==> config.mk <==
export PLATFORM = sky130hd
export DESIGN_NAME = trace_emitter_flat
export DESIGN_NICKNAME = d
export VERILOG_FILES = /design/src/rtl/trace_emitter_pkg.sv /design/src/rtl/trace_emitter_if.sv /design/src/rtl/trace_emitter_evq.sv /design/src/rtl/trace_emitter.sv /design/src/flat_wrapper.sv
export SDC_FILE = /design/constraint.sdc
export NUM_CORES = 1
export LEC_CHECK = 0
export BUFFER_PORTS_ARGS = -buffer_cell sky130_fd_sc_hd__buf_2
export CAP_MARGIN = 20
export CORE_MARGIN = 4
export CORE_UTILIZATION = 45
export CTS_CLUSTER_DIAMETER = 200
export DETAILED_ROUTE_END_ITERATION = 10
export GPL_TIMING_DRIVEN = 0
export SLEW_MARGIN = 20
export SYNTH_ARGS = -nofsm -noshare
export SYNTH_HDL_FRONTEND = slang
export SYNTH_SLANG_ARGS = --single-unit
==> constraint.sdc <==
create_clock -name clk -period 8.2 [get_ports clk]
set_input_delay 0.82 -clock clk [delete_from_list [all_inputs] [get_ports clk]]
set_output_delay 0.82 -clock clk [all_outputs]
set_load 0.05 [all_outputs]
==> src/rtl/trace_emitter_pkg.sv <==
`default_nettype none
// ============================================================================
//  Module   : trace_pkg
//  Brief    : Shared types and constants for the retire-trace transmitter:
//             record type codes, header words, stat-word index, serializer
//             state encoding, event-queue entry layout and small helpers.
//  Revision : 1.0  initial release
// ============================================================================
package trace_pkg;

    localparam logic [3:0]  c_TYPE_REG   = 4'h1;
    localparam logic [3:0]  c_TYPE_LOAD  = 4'h2;
    localparam logic [3:0]  c_TYPE_STORE = 4'h3;
    localparam logic [3:0]  c_TYPE_HALT  = 4'hF;
    localparam logic [15:0] c_HDR_LOAD   = {c_TYPE_LOAD,  12'h000};
    localparam logic [15:0] c_HDR_STORE  = {c_TYPE_STORE, 12'h000};

    // Order of the eight statistics words following the HALT header.
    typedef enum logic [2:0] {
        STAT_CYC_HI  = 3'd0,
        STAT_CYC_LO  = 3'd1,
        STAT_INST_HI = 3'd2,
        STAT_INST_LO = 3'd3,
        STAT_DC_HIT  = 3'd4,
        STAT_IC_HIT  = 3'd5,
        STAT_DC_REQ  = 3'd6,
        STAT_IC_REQ  = 3'd7
    } stat_idx_t;

    // Each state names the word currently offered on the stream.
    typedef enum logic [3:0] {
        ST_IDLE     = 4'd0,
        ST_REG_HDR  = 4'd1,
        ST_REG_DAT  = 4'd2,
        ST_MEM_HDR  = 4'd3,
        ST_MEM_ADDR = 4'd4,
        ST_MEM_DAT  = 4'd5,
        ST_HALT_HDR = 4'd6,
        ST_STAT     = 4'd7,
        ST_DONE     = 4'd8
    } state_t;

    // One retiring event; memData already holds the store or load value.
    typedef struct packed {
        logic        isReg;
        logic        isLoad;
        logic        isStore;
        logic        isHalt;
        logic [3:0]  writeReg;
        logic [15:0] writeData;
        logic [15:0] memAddr;
        logic [15:0] memData;
    } evq_entry_t;

    // First word of an entry: REG before LOAD/STORE before HALT.
    function automatic state_t firstState(input evq_entry_t e);
        state_t s;
        s = ST_IDLE;
        if (e.isReg)                   s = ST_REG_HDR;
        else if (e.isLoad | e.isStore) s = ST_MEM_HDR;
        else if (e.isHalt)             s = ST_HALT_HDR;
        return s;
    endfunction

    function automatic logic [15:0] satInc16(input logic [15:0] v, input logic en);
        return (en && (v != 16'hFFFF)) ? v + 16'd1 : v;
    endfunction

endpackage
`default_nettype wire

==> src/rtl/trace_emitter_if.sv <==
`default_nettype none
// ============================================================================
//  Module   : trace_emitter_if
//  Brief    : Valid/ready trace-word stream between emitter and consumer.
//  Revision : 1.0  initial release
// ============================================================================
interface trace_emitter_if;
    logic        tr_valid;
    logic        tr_ready;
    logic [15:0] tr_data;
    logic        tr_last;

    modport master (output tr_valid, output tr_data, output tr_last, input tr_ready);
    modport slave  (input tr_valid, input tr_data, input tr_last, output tr_ready);
endinterface
`default_nettype wire

==> src/rtl/trace_emitter_evq.sv <==
`default_nettype none
// ============================================================================
//  Module   : trace_evq
//  Brief    : Synchronous FIFO of retiring events with occupancy count;
//             push and pop may occur in the same cycle. The caller never
//             pushes when full nor pops when empty.
//  Revision : 1.0  initial release
// ============================================================================
module trace_evq
    import trace_pkg::*;
#(
    parameter int DEPTH = 8
)(
    input  logic                     clk,
    input  logic                     rst,
    input  logic                     push,
    input  evq_entry_t               pushData,
    input  logic                     pop,
    output evq_entry_t               popData,
    output logic [$clog2(DEPTH):0]   cnt,
    output logic                     empty
);
    localparam int c_AW = $clog2(DEPTH);

    evq_entry_t         r_mem [DEPTH];
    logic [c_AW-1:0]    r_wrPtr;
    logic [c_AW-1:0]    r_rdPtr;
    logic [c_AW:0]      r_cnt;

    // Storage array; contents need no reset since r_cnt gates visibility.
    always_ff @(posedge clk) begin
        if (push) r_mem[r_wrPtr] <= pushData;
    end

    // Pointers wrap naturally because DEPTH is a power of two.
    always_ff @(posedge clk) begin
        if (rst) begin
            r_wrPtr <= '0;
            r_rdPtr <= '0;
            r_cnt   <= '0;
        end else begin
            if (push) r_wrPtr <= r_wrPtr + 1'b1;
            if (pop)  r_rdPtr <= r_rdPtr + 1'b1;
            if (push && !pop)      r_cnt <= r_cnt + 1'b1;
            else if (pop && !push) r_cnt <= r_cnt - 1'b1;
        end
    end

    assign popData = r_mem[r_rdPtr];
    assign cnt     = r_cnt;
    assign empty   = (r_cnt == '0);

endmodule
`default_nettype wire

==> src/rtl/trace_emitter.sv <==
`default_nettype none
// ============================================================================
//  Module   : trace_emitter
//  Brief    : Captures retiring writeback/memory events into a queue and
//             serializes them as 16-bit trace records; on halt it appends a
//             statistics record and then goes quiet until reset.
//  Revision : 1.0  initial release
// ============================================================================
module trace_emitter
    import trace_pkg::*;
#(
    parameter int EVQ_DEPTH = 8
)(
    input  logic                    clk,
    input  logic                    rst,
    input  logic                    reg_write,
    input  logic [3:0]              write_reg,
    input  logic [15:0]             write_data,
    input  logic                    mem_read,
    input  logic                    mem_write,
    input  logic [15:0]             mem_addr,
    input  logic [15:0]             mem_wdata,
    input  logic [15:0]             mem_rdata,
    input  logic                    halt,
    input  logic                    icache_req,
    input  logic                    icache_hit,
    input  logic                    dcache_req,
    input  logic                    dcache_hit,
    trace_emitter_if.master         tr,
    output logic                    overflow,
    output logic                    done
);
    localparam int              c_CW       = $clog2(EVQ_DEPTH);
    localparam logic [c_CW:0]   c_DEPTH    = (c_CW+1)'(EVQ_DEPTH);
    localparam logic [c_CW:0]   c_DEPTH_M1 = (c_CW+1)'(EVQ_DEPTH - 1);

    logic [31:0] r_cycleCnt, r_instCnt;
    logic [15:0] r_icReq, r_icHit, r_dcReq, r_dcHit;
    logic [7:0]  r_dropCnt;
    logic        r_frozen, r_overflow;
    state_t      r_state, w_cur, w_after, w_stateNext;
    stat_idx_t   r_statIdx, w_idxNext;

    logic [c_CW:0] w_cnt;
    logic          w_empty, w_event, w_room, w_push, w_drop, w_pop;
    logic          w_valid, w_last, w_entryEnd, w_xfer;
    logic [15:0]   w_data, w_statWord;
    evq_entry_t    w_pushEntry, w_head;

    trace_evq #(.DEPTH(EVQ_DEPTH)) u_evq (
        .clk      (clk),
        .rst      (rst),
        .push     (w_push),
        .pushData (w_pushEntry),
        .pop      (w_pop),
        .popData  (w_head),
        .cnt      (w_cnt),
        .empty    (w_empty)
    );

    // Capture decision: one slot is held back so a halt always finds room.
    always_comb begin
        w_event = (reg_write | mem_read | mem_write | halt) & ~r_frozen;
        w_room  = halt ? (w_cnt < c_DEPTH) : (w_cnt < c_DEPTH_M1);
        w_push  = w_event & w_room;
        w_drop  = w_event & ~w_room;
        w_pushEntry.isReg     = reg_write;
        w_pushEntry.isStore   = mem_write;
        w_pushEntry.isLoad    = mem_read & ~mem_write;
        w_pushEntry.isHalt    = halt;
        w_pushEntry.writeReg  = write_reg;
        w_pushEntry.writeData = write_data;
        w_pushEntry.memAddr   = mem_addr;
        w_pushEntry.memData   = mem_write ? mem_wdata : mem_rdata;
    end

    // Statistics and drop bookkeeping; halt-cycle counts are kept, then frozen.
    always_ff @(posedge clk) begin
        if (rst) begin
            r_cycleCnt <= '0;
            r_instCnt  <= '0;
            r_icReq    <= '0;
            r_icHit    <= '0;
            r_dcReq    <= '0;
            r_dcHit    <= '0;
            r_dropCnt  <= '0;
            r_frozen   <= 1'b0;
            r_overflow <= 1'b0;
        end else begin
            if (w_drop) begin
                r_overflow <= 1'b1;
                r_dropCnt  <= r_dropCnt + 8'd1;
            end
            if (!r_frozen) begin
                r_cycleCnt <= r_cycleCnt + 32'd1;
                if (halt | reg_write | mem_write) r_instCnt <= r_instCnt + 32'd1;
                r_icReq <= satInc16(r_icReq, icache_req);
                r_icHit <= satInc16(r_icHit, icache_hit);
                r_dcReq <= satInc16(r_dcReq, dcache_req);
                r_dcHit <= satInc16(r_dcHit, dcache_hit);
                if (w_push && halt) r_frozen <= 1'b1;
            end
        end
    end

    // Statistics word selected by the current STAT index.
    always_comb begin
        w_statWord = '0;
        case (r_statIdx)
            STAT_CYC_HI:  w_statWord = r_cycleCnt[31:16];
            STAT_CYC_LO:  w_statWord = r_cycleCnt[15:0];
            STAT_INST_HI: w_statWord = r_instCnt[31:16];
            STAT_INST_LO: w_statWord = r_instCnt[15:0];
            STAT_DC_HIT:  w_statWord = r_dcHit;
            STAT_IC_HIT:  w_statWord = r_icHit;
            STAT_DC_REQ:  w_statWord = r_dcReq;
            STAT_IC_REQ:  w_statWord = r_icReq;
            default:      w_statWord = '0;
        endcase
    end

    // Serializer: IDLE with a non-empty queue already offers the head's first
    // word, so a fresh entry is visible the cycle after capture and records
    // from consecutive entries follow without a gap.
    always_comb begin
        w_cur = r_state;
        if (r_state == ST_IDLE && !w_empty) w_cur = firstState(w_head);
        w_valid    = 1'b0;
        w_data     = '0;
        w_last     = 1'b0;
        w_entryEnd = 1'b0;
        w_after    = w_cur;
        case (w_cur)
            ST_REG_HDR: begin
                w_valid = 1'b1;
                w_data  = {c_TYPE_REG, w_head.writeReg, 8'h00};
                w_after = ST_REG_DAT;
            end
            ST_REG_DAT: begin
                w_valid = 1'b1;
                w_data  = w_head.writeData;
                w_last  = 1'b1;
                if (w_head.isLoad | w_head.isStore) w_after = ST_MEM_HDR;
                else if (w_head.isHalt)             w_after = ST_HALT_HDR;
                else                                w_entryEnd = 1'b1;
            end
            ST_MEM_HDR: begin
                w_valid = 1'b1;
                w_data  = w_head.isStore ? c_HDR_STORE : c_HDR_LOAD;
                w_after = ST_MEM_ADDR;
            end
            ST_MEM_ADDR: begin
                w_valid = 1'b1;
                w_data  = w_head.memAddr;
                w_after = ST_MEM_DAT;
            end
            ST_MEM_DAT: begin
                w_valid = 1'b1;
                w_data  = w_head.memData;
                w_last  = 1'b1;
                if (w_head.isHalt) w_after = ST_HALT_HDR;
                else               w_entryEnd = 1'b1;
            end
            ST_HALT_HDR: begin
                w_valid = 1'b1;
                w_data  = {c_TYPE_HALT, 4'h0, r_dropCnt};
                w_after = ST_STAT;
            end
            ST_STAT: begin
                w_valid    = 1'b1;
                w_data     = w_statWord;
                w_last     = (r_statIdx == STAT_IC_REQ);
                w_entryEnd = (r_statIdx == STAT_IC_REQ);
            end
            default: ;
        endcase
        w_xfer      = w_valid & tr.tr_ready;
        w_pop       = w_xfer & w_entryEnd;
        w_stateNext = w_cur;
        w_idxNext   = r_statIdx;
        if (w_xfer) begin
            if (w_entryEnd) begin
                w_stateNext = w_head.isHalt ? ST_DONE : ST_IDLE;
                w_idxNext   = STAT_CYC_HI;
            end else begin
                w_stateNext = w_after;
                if (w_cur == ST_STAT) w_idxNext = stat_idx_t'(r_statIdx + 3'd1);
            end
        end
    end

    // Serializer state register.
    always_ff @(posedge clk) begin
        if (rst) begin
            r_state   <= ST_IDLE;
            r_statIdx <= STAT_CYC_HI;
        end else begin
            r_state   <= w_stateNext;
            r_statIdx <= w_idxNext;
        end
    end

    assign tr.tr_valid = w_valid;
    assign tr.tr_data  = w_data;
    assign tr.tr_last  = w_last;
    assign overflow    = r_overflow;
    assign done        = (r_state == ST_DONE);

endmodule
`default_nettype wire

==> src/flat_wrapper.sv <==
// flat-port wrapper written by rule: the top's interface ports become plain ports
module trace_emitter_flat import trace_pkg::*;
#(
    parameter int EVQ_DEPTH = 8
)
  (clk, rst, reg_write, write_reg, write_data, mem_read, mem_write, mem_addr, mem_wdata, mem_rdata, halt, icache_req, icache_hit, dcache_req, dcache_hit, overflow, done, tr_tr_valid, tr_tr_data, tr_tr_last, tr_tr_ready);
  trace_emitter_if tr_i ();
  input  logic clk;
  input  logic rst;
  input  logic reg_write;
  input  logic [3:0] write_reg;
  input  logic [15:0] write_data;
  input  logic mem_read;
  input  logic mem_write;
  input  logic [15:0] mem_addr;
  input  logic [15:0] mem_wdata;
  input  logic [15:0] mem_rdata;
  input  logic halt;
  input  logic icache_req;
  input  logic icache_hit;
  input  logic dcache_req;
  input  logic dcache_hit;
  output logic overflow;
  output logic done;
  output wire logic [$bits(tr_i.tr_valid)-1:0] tr_tr_valid;
  output wire logic [$bits(tr_i.tr_data)-1:0] tr_tr_data;
  output wire logic [$bits(tr_i.tr_last)-1:0] tr_tr_last;
  input wire logic [$bits(tr_i.tr_ready)-1:0] tr_tr_ready;
  assign tr_tr_valid = tr_i.tr_valid;
  assign tr_tr_data = tr_i.tr_data;
  assign tr_tr_last = tr_i.tr_last;
  assign tr_i.tr_ready = tr_tr_ready;
  trace_emitter #(.EVQ_DEPTH(EVQ_DEPTH)) u_core (.clk(clk), .rst(rst), .reg_write(reg_write), .write_reg(write_reg), .write_data(write_data), .mem_read(mem_read), .mem_write(mem_write), .mem_addr(mem_addr), .mem_wdata(mem_wdata), .mem_rdata(mem_rdata), .halt(halt), .icache_req(icache_req), .icache_hit(icache_hit), .dcache_req(dcache_req), .dcache_hit(dcache_hit), .tr(tr_i), .overflow(overflow), .done(done));
endmodule
== Word level (Yosys, flattened, before mapping) ==
Memory sizes are Yosys's and may differ from the RTL's. A register that Yosys moved wholly into a read port is not among the register bits.
Index checks and enable logic that the tools add are counted.

* Flip-flop bits (word level): 155
* Bits in latches: 0
* Bits in writable memories: 448
* ROM bits: 0
* Input bits: 79
* Output and inout port bits: 20
* Logic and storage cells: 117
* Memories: 1

{| class="wikitable"
|+ Memory list
! memory !! words !! width !! rd ports !! clocked after Yosys merged registers in !! wr ports !! line !! text
|-
| u_core.u_evq.r_mem || 8 || 56 || 1 || 1 || 1 || trace_emitter_evq.sv:25 || <nowiki>evq_entry_t r_mem [DEPTH];</nowiki>
|}

* Add/subtract/negate cells: 12
* Multipliers: 0
* Div/mod/pow operators: 0
* $lt $le $gt $ge: 2
* Equality and inequality tests: 19
* Shift-type cells: 0
* Muxes and demuxes: 30
* Bitwise operators: 15
* Reduce and logical (&&, ||, !) cells: 24

{| class="wikitable"
|+ Operators by type and width
! cell !! count
|-
| 16-bit case mux with 8 select lines || 1
|-
| 16-bit case mux with 7 select lines || 1
|-
| 16-bit by 1-bit adder with 16-bit output (second input constant) || 4
|-
| 32-bit by 1-bit adder with 32-bit output (second input constant) || 2
|-
| 16-bit inequality test (second input constant) || 4
|-
| 4-bit 2-to-1 mux || 10
|-
| 4-bit case mux with 6 select lines || 1
|-
| 4-bit by 3-bit == test with 1-bit output (second input constant) || 4
|-
| 16-bit 2-to-1 mux || 1
|-
| 3-bit 2-to-1 mux || 5
|-
| 13-bit 2-to-1 mux || 1
|-
| 3-bit == test (second input constant) || 4
|-
| 2-bit AND reduction || 6
|-
| 3-bit by 1-bit adder with 3-bit output (second input constant) || 3
|-
| 8-bit by 1-bit adder with 8-bit output (second input constant) || 1
|-
| 4-bit by 2-bit == test with 1-bit output (second input constant) || 2
|-
| 1-bit logical AND || 8
|-
| 4-bit zero test || 2
|-
| 1-bit 2-to-1 mux || 8
|-
| 7-bit OR reduction || 1
|-
| 1-bit AND || 6
|-
| 3-bit by 2-bit == test with 1-bit output (second input constant) || 2
|-
| 1-bit OR || 6
|-
| 4-bit by 1-bit adder with 4-bit output (second input constant) || 1
|-
| 13 further kinds || 18
|}

== Logic depth before layout (Yosys ltp) ==
Gate-level depths: netlist of run 1.

* Depth after elaboration: 12
* Depth in mapped cells: 17
* Depth with buffers taken out: 15

== Modules after synthesis ==
Synthesis of run 1 repeated with hierarchy kept, for this count alone.

* Cells, all modules: 1,755
* Area total of the unflattened synthesis: 25,941.1 µm²

{| class="wikitable"
|+ By module, submodules not included
! module !! times used !! cells an instance !! area an instance (µm²) !! sequential area each (µm²)
|-
| trace_evq || 1 || 715 || 17,402.9 || 13,713.2
|-
| trace_emitter || 1 || 1,040 || 8,538.2 || 2,902.8
|}

== Worst setup path after synthesis of run 1 ==
OpenSTA, ideal clock, no wires.

* Path kind: input -> register
* Start: input port mem_write
* End: memory u_core.u_evq.r_mem[2][0] in the netlist's numbering, enable pin
* Setup time: 0.539 ns
* Arrival time: 5.805 ns
* Data required time: 7.661 ns
* Slack: 1.856 ns
* Stages on the path: 5
* Path buffers: 1
* Cell sequence: buf_2 nor3_1 a2111oi_2 nand2_1 nor3_1

* Longest elaborated chain between the ends: 6

{| class="wikitable"
|+ RTL lines
! what !! line !! text
|-
| start: declaration || flat_wrapper.sv:14 || <nowiki>input logic mem_write;</nowiki>
|-
| 1-bit OR (2 in series) || trace_emitter.sv:63 || <nowiki>w_event = (reg_write | mem_read | mem_write | halt) & ~r_frozen;</nowiki>
|-
| 1-bit AND || trace_emitter.sv:63 ||
|-
| 1-bit AND || trace_emitter.sv:65 || <nowiki>w_push = w_event & w_room;</nowiki>
|-
| via u_core.u_evq.push || trace_emitter_evq.sv:16 || <nowiki>input logic push,</nowiki>
|-
| 1-bit 2-to-1 mux || trace_emitter_evq.sv:32 || <nowiki>if (push) r_mem[r_wrPtr] <= pushData;</nowiki>
|-
| 1-bit 2-to-1 mux (implied by the code) || trace_emitter_evq.sv:32 ||
|-
| end: declaration || trace_emitter_evq.sv:25 ||
|}

The timed path passes the listed nets, and every way through them passes these cells.

==> reports/results.ini, run 1 <==
[clocking]
cts_resized=0
cts_setup_buffers=0
clock_path_buffers=3
root_buffer=clkbuf_16
path_clk_slew_ns=0.06
cts_hold_buffers=0
cts_tree=yes
h-tree-depth=3
cts.sinks=606
clk_latency_ns=0.60
numCtsBuffers=67

[sta]
hold_viol=0
rsz0062_at_grt=false
finalSetupTns_ns=0
post-route-period-util_pct=61.3
max_freq_mhz=199
maxSlewViolCount=0
max_slew_margin_pct=31.2
worst_slew_pin_slew_ns=1.03
finalSetupViolCount=0
period_minus_slack_ns=5.02
fin_skew_ns=0.0257

[cells_and_area]
fin_cells=2732
regArea_um2=16600
final_cell_mix=edfxtp_1, nor2_1, dfxtp_1
nFillCells=4614
drive_gt1_share_pct=20.9
layout_commonest_cell=edfxtp_1
antenna-diode-count=0
nets=2035
syn2layout_area_growth_pct=17.0
multi_input_area_um2=8480

[synthesis]
ys_warn_count=0
yosysSeqAreaShare_pct=65.2
synth_edf_count=448
ys_ff_latch=606
synthCells=1732
synthArstFlopShare_pct=0
yosysUniqueCellTypes=68
yosys-top-cells-area=edfxtp_1, dfxtp_1, mux4_2
yosys_most_used_dff=edfxtp_1
syn-cell-area_um2=25500
avgSynthCellArea_um2=14.7
synth_top_area_share_pct=52.8
syn_nets=1830
synth_top_area_cell=edfxtp_1

[route]
routedWlPerCell_um=23.4
drt_first_iter_violations=1321
viasPerCell=5.71
wl_um=63900
drtPass1Iterations=6
drc=0
antenna_left=0
vias=15600

[grt]
grt_use_total_pct=21.3
antenna_found_initial=4
grt_max_degree=20
grt_pass1_vias=15500
grt_pass1_wl_um=97300
overflow=0

[power_and_ir_drop]
irDropWorstVdd_mv=0.221
power_switching_w=0.00249
powerDensity_nw_per_um2=284
internal-power_w=0.00598
power.leakage_nw=9.63
total_power_w=0.00847
seq_power_share_pct=44.1
p_clk_share_pct=35.2
swShare_pct=29.4
combPwrFrac_pct=20.7

[setup_path]
reg2reg_to=u_core.u_evq.cnt[3]$_SDFFE_PP0P_
reg2reg_slack_ns=4.04
crit_type=flip-flop to output pin
cp_data_arrival_time_ns=4.20
reg2regPathDepth=17
crit_path_max_fanout=10
cp.required_ns=7.38
worstSetupEndpointType=output pin
start_kind=flip-flop

[die]
die_h_um=246
die-area_um2=60500
initial_core_util_pct=45.9
pin_count=99
core_area_um2=55500
die_w_um=246
num_rows=86

[placed_design]
gp_congestion=0.873
dpl.hpwl_um=45000
place_inst=2616
io_buffer_count=98

[worst_hold_path]
whs_path_depth=1
min_to=u_core.u_evq.r_mem[1][30]$_DFFE_PP_
hp-class=input port to flip-flop
hold_start=mem_addr[14]

[run]
max_cap_violations=0

[run_status]
outcome=completed

## layout make-up
type | instances | share of cell area, %
multi-input cells | 1019 | 28.5
inverters | 24 | 0.302
flip-flops and latches | 606 | 55.8
clock inverters | 30 | 1.33
well taps | 748 | 3.14
repair buffers | 136 | 3.79
clock buffers | 86 | 6.07
plain buffers | 83 | 1.15
## worst max-delay path: stages (launching register included)
cell	delay, ns
dfxtp_1	0.31
clkbuf_1	0.23
buf_2	0.40
mux4_2	0.38
mux2_2	0.38
nor2_1	0.16
o2bb2ai_1	0.32
clkbuf_1	0.46
nand2_1	0.10
o21ai_0	0.49
buf_2	0.37
## synthesized netlist by cell type (all sizes together) (39+ instances only)
cell type,count
clkbuf,59
xor2,56
a21oi,53
nand3,39
xnor2,52
nand2,108
edfxtp,448
nor2,170
o21ai,43
mux4,112
dfxtp,158
mux2i,63
## power groups by stage
| stage | Clock [W] | Combinational (W) | Sequential [W] |
|---|---|---|---|
| final | 0.00298 | 0.00175 | 0.00373 |
| after global routing | 0.00318 | 0.00188 | 0.00376 |
| after CTS | 0.00304 | 0.00177 | 0.00373 |
| after detailed placement | 0 | 0.00177 | 0.00380 |
| after global placement | 0 | 0.00162 | 0.00386 |
| after floorplan | 0 | 0.00110 | 0.00380 |
## per-layer routing
metal,routed length (um),vias up,global-route usage (%)
li1,-,7124,-
met1,27700,7972,29.8
met2,31600,403,35.4
met3,3340,84,3.59
met4,1200,6,4.84
met5,35,-,0
## flip-flops by register name, indices dropped and copies added (netlist names), named ones only
name,cells
u_core.r_statIdx,3
u_core.u_evq.r_rdPtr,3
u_core.overflow,1
u_core.r_state,4
u_core.r_dropCnt,8
u_core.r_icHit,16
u_core.r_dcReq,16
u_core.r_cycleCnt,32
u_core.u_evq.r_mem,448
u_core.r_icReq,16
u_core.r_instCnt,32
u_core.r_frozen,1
u_core.u_evq.cnt,4
u_core.u_evq.r_wrPtr,3
u_core.r_dcHit,16
## worst max-delay path by stage
stage	end	slack, ns	cells after the start
floorplan	u_core.u_evq.r_mem[2][0]$_DFFE_PP_	1.86	5
global placement	u_core.u_evq.r_mem[2][48]$_DFFE_PP_	-3.60	6
detailed placement	u_core.u_evq.r_mem[2][48]$_DFFE_PP_	3.39	10
CTS	tr_tr_data[15]	3.10	9
global route	tr_tr_data[15]	2.97	9
finish	tr_tr_data[15]	3.18	10
## metrics by stage
stage	utilization, %	setup WS [ns]	cell area, um^2	hold WS (ns)
after floorplan	-	1.86	25500	0.453
after global placement	48.4	-3.60	26900	0.476
after detailed placement	49.7	3.39	27600	0.480
after CTS	53.7	3.10	29800	0.443
after global routing	53.7	2.97	29800	0.463
final	53.7	3.18	29800	0.475
## cells by family (layout without fill, tap and decap cells)
family | after synthesis | after routing | share of synthesized area (%)
AND/OR/NAND/NOR | 483 | 483 | 9.11
multiplexers | 208 | 208 | 13.9
flip-flops | 606 | 606 | 65.2
XOR/XNOR | 108 | 108 | 3.71
AO/OA/AOI/OAI | 201 | 201 | 5.41
adder cells (fa/ha/maj) | 19 | 19 | 0.963
buffers and inverters | 107 | 359 | 1.70
Note: power is estimated with default switching activity, not from simulation.
==> run 2: changes to the inputs <==
- clock period: 8.2 -> 4.3 ns (I/O delays scaled with it)
==> reports/results.ini, run 2 (same netlist as run 1, synthesis figures left out) <==
[cells_and_area]
final_cell_mix=edfxtp_1, nor2_1, dfxtp_1
drive_gt1_share_pct=21.4  ; +0.49 points
syn2layout_area_growth_pct=17.5
regMostFlops=u_core.u_evq.r_mem
fin_cells=2731  ; -0.037%
largest_reg_flops=448  ; unchanged
layout_commonest_cell=edfxtp_1
fin_util_pct=53.9  ; +0.25 points
top_regs=u_core.u_evq.r_mem x448, u_core.r_cycleCnt x32, u_core.r_instCnt x32
nets=2030  ; -0.25%
nFillCells=4624  ; +0.22%

[run]
max_cap_violations=0  ; unchanged

[die]
die_w_um=246  ; unchanged
die-area_um2=60500  ; unchanged
core_area_um2=55500  ; unchanged
num_rows=86  ; unchanged
initial_core_util_pct=45.9  ; unchanged
die_h_um=246  ; unchanged
pin_count=99  ; unchanged

[sta]
maxSlewViolCount=0  ; unchanged
worst_slew_pin_slew_ns=1.07  ; +0.0348 ns
max_freq_mhz=240
fin_skew_ns=0.0263  ; +0.000578 ns
max_slew_margin_pct=28.8  ; -2.3 points
period_minus_slack_ns=4.17
hold_viol=0  ; unchanged
finalSetupViolCount=0  ; unchanged
rsz0062_at_grt=false
post-route-period-util_pct=96.9

[clocking]
cts.sinks=606  ; unchanged
cts_hold_buffers=0  ; unchanged
numCtsBuffers=66  ; -1.5%
cts_tree=yes
path_clk_slew_ns=0.06  ; about the same
root_buffer=clkbuf_16
clk_latency_ns=0.62  ; +0.02 ns
clock_path_buffers=3  ; unchanged
h-tree-depth=3  ; unchanged

[route]
antenna_left=0  ; unchanged
routedWlPerCell_um=23.5  ; +0.38%
drc=0  ; unchanged
drtPass1Iterations=5  ; -1
wl_um=64100  ; +0.34%
drt_first_iter_violations=1507  ; +14%
vias=15700  ; +0.44%
viasPerCell=5.73  ; +0.47%

[setup_path]
r2r-start=u_core.r_state[3]$_SDFF_PP0_
crit_path_max_incr_delay_ns=0.61  ; +0.12 ns
reg2reg_slack_ns=0.35  ; -3.69 ns
reg2reg_to=u_core.u_evq.cnt[3]$_SDFFE_PP0P_
cp.required_ns=3.87  ; -3.51 ns
crit_type=flip-flop to output pin
reg2regPathDepth=16  ; -1
crit_path_max_fanout=10  ; unchanged
start_kind=flip-flop
crit_buf_inv=4  ; unchanged
cp_top_family=buffers and inverters
critPathSlowestCell=clkbuf_1
cpMostUsedCell=clkbuf_1
cp_data_arrival_time_ns=3.74  ; -0.46 ns
worstSetupEndpointType=output pin
crit_chain=buf_6 > clkbuf_1 > clkbuf_1 > mux4_2 > mux2i_1 > o211ai_1 > buf_2

[grt]
overflow=0  ; unchanged
grt_pass1_vias=15300  ; -1.7%
grt_use_total_pct=21.3  ; -0.022 points
grt_max_degree=20  ; unchanged
grt_pass1_wl_um=96100  ; -1.2%
antenna_found_initial=5  ; +1

[placed_design]
place_inst=2609  ; -0.27%
dpl.hpwl_um=44900  ; -0.13%
io_buffer_count=98  ; unchanged
gp_congestion=0.913  ; +4.6%

[power_and_ir_drop]
irDropWorstVdd_mv=0.529  ; +140%
powerDensity_nw_per_um2=541  ; +91%
total_power_w=0.0162  ; +92%
power.leakage_nw=9.67  ; +0.37%

[worst_hold_path]
hold_start=mem_addr[11]
min_to=u_core.u_evq.r_mem[5][27]$_DFFE_PP_
hp-class=input port to flip-flop
whs_path_depth=1  ; unchanged

[run_status]
outcome=completed

[run 2: what timing repair did]
item | 4_1_cts | 5_1_grt
endpoints found under the setup margin | 15 | 15
setup buffers | 3 | 0
gates resized for setup | 12 | 25
pin swaps | 1 | 3
[run 2: power breakdown]
part / switching [W] / internal (W) / total [W]
Combinational: 0.00228 / 0.00119 / 0.00347
Clock: 0.00232 / 0.00330 / 0.00562
Sequential: 0.000200 / 0.00692 / 0.00712
Total: 0.00480 / 0.0114 / 0.0162
[run 2: area by class of cell]
type | instances | area [um^2] | area share (%)
Inverter | 24 | 90.1 | 0.301
Buffer | 83 | 383 | 1.28
Clock buffer | 86 | 1770 | 5.91
Multi-Input combinational cell | 1019 | 8520 | 28.5
Antenna cell | 2 | 5.00 | 0.0167
Sequential cell | 606 | 16600 | 55.5
Tap cell | 748 | 936 | 3.13
Timing Repair Buffer | 132 | 1230 | 4.10
Clock inverter | 31 | 392 | 1.31
[run 2: metal layers]
metal,wire length (um),part of all wire [%],track usage (%),up-vias
li1,-,-,-,7119
met1,27200,42,29.0,7930
met2,31300,49,35.0,482
met3,3780,5.9,4.12,120
met4,1800,2.8,6.52,6
met5,41,0.064,0,-
[run 2: how the worst max path moves through the flow]
stage | from | endpoint | slack (ns) | depth (start not counted)
2_1_floorplan | mem_write | u_core.u_evq.r_mem[7][0]$_DFFE_PP_ | -0.16 | 5
3_3_place_gp | mem_write | u_core.u_evq.r_mem[1][27]$_DFFE_PP_ | -3.82 | 6
3_5_place_dp | mem_write | u_core.u_evq.r_mem[1][26]$_DFFE_PP_ | 0.07 | 9
4_1_cts | flip-flop | tr_tr_data[14] | 0.009 | 9
5_1_grt | flip-flop | tr_tr_data[9] | 0.007 | 7
6_report | flip-flop | tr_tr_data[14] | 0.13 | 7
[run 2: through the flow]
stage          hold slack (ns)  worst slack [ns]   TNS, ns  cell area [um^2]
2_1_floorplan            0.453            -0.155    -51.02             25500
3_3_place_gp             0.479             -3.82  -1625.79             26900
3_5_place_dp             0.496            0.0695         0             27700
4_1_cts                 0.0470           0.00884         0             29900
5_1_grt                 0.0636           0.00710         0             29900
6_report                0.0846             0.134         0             29900
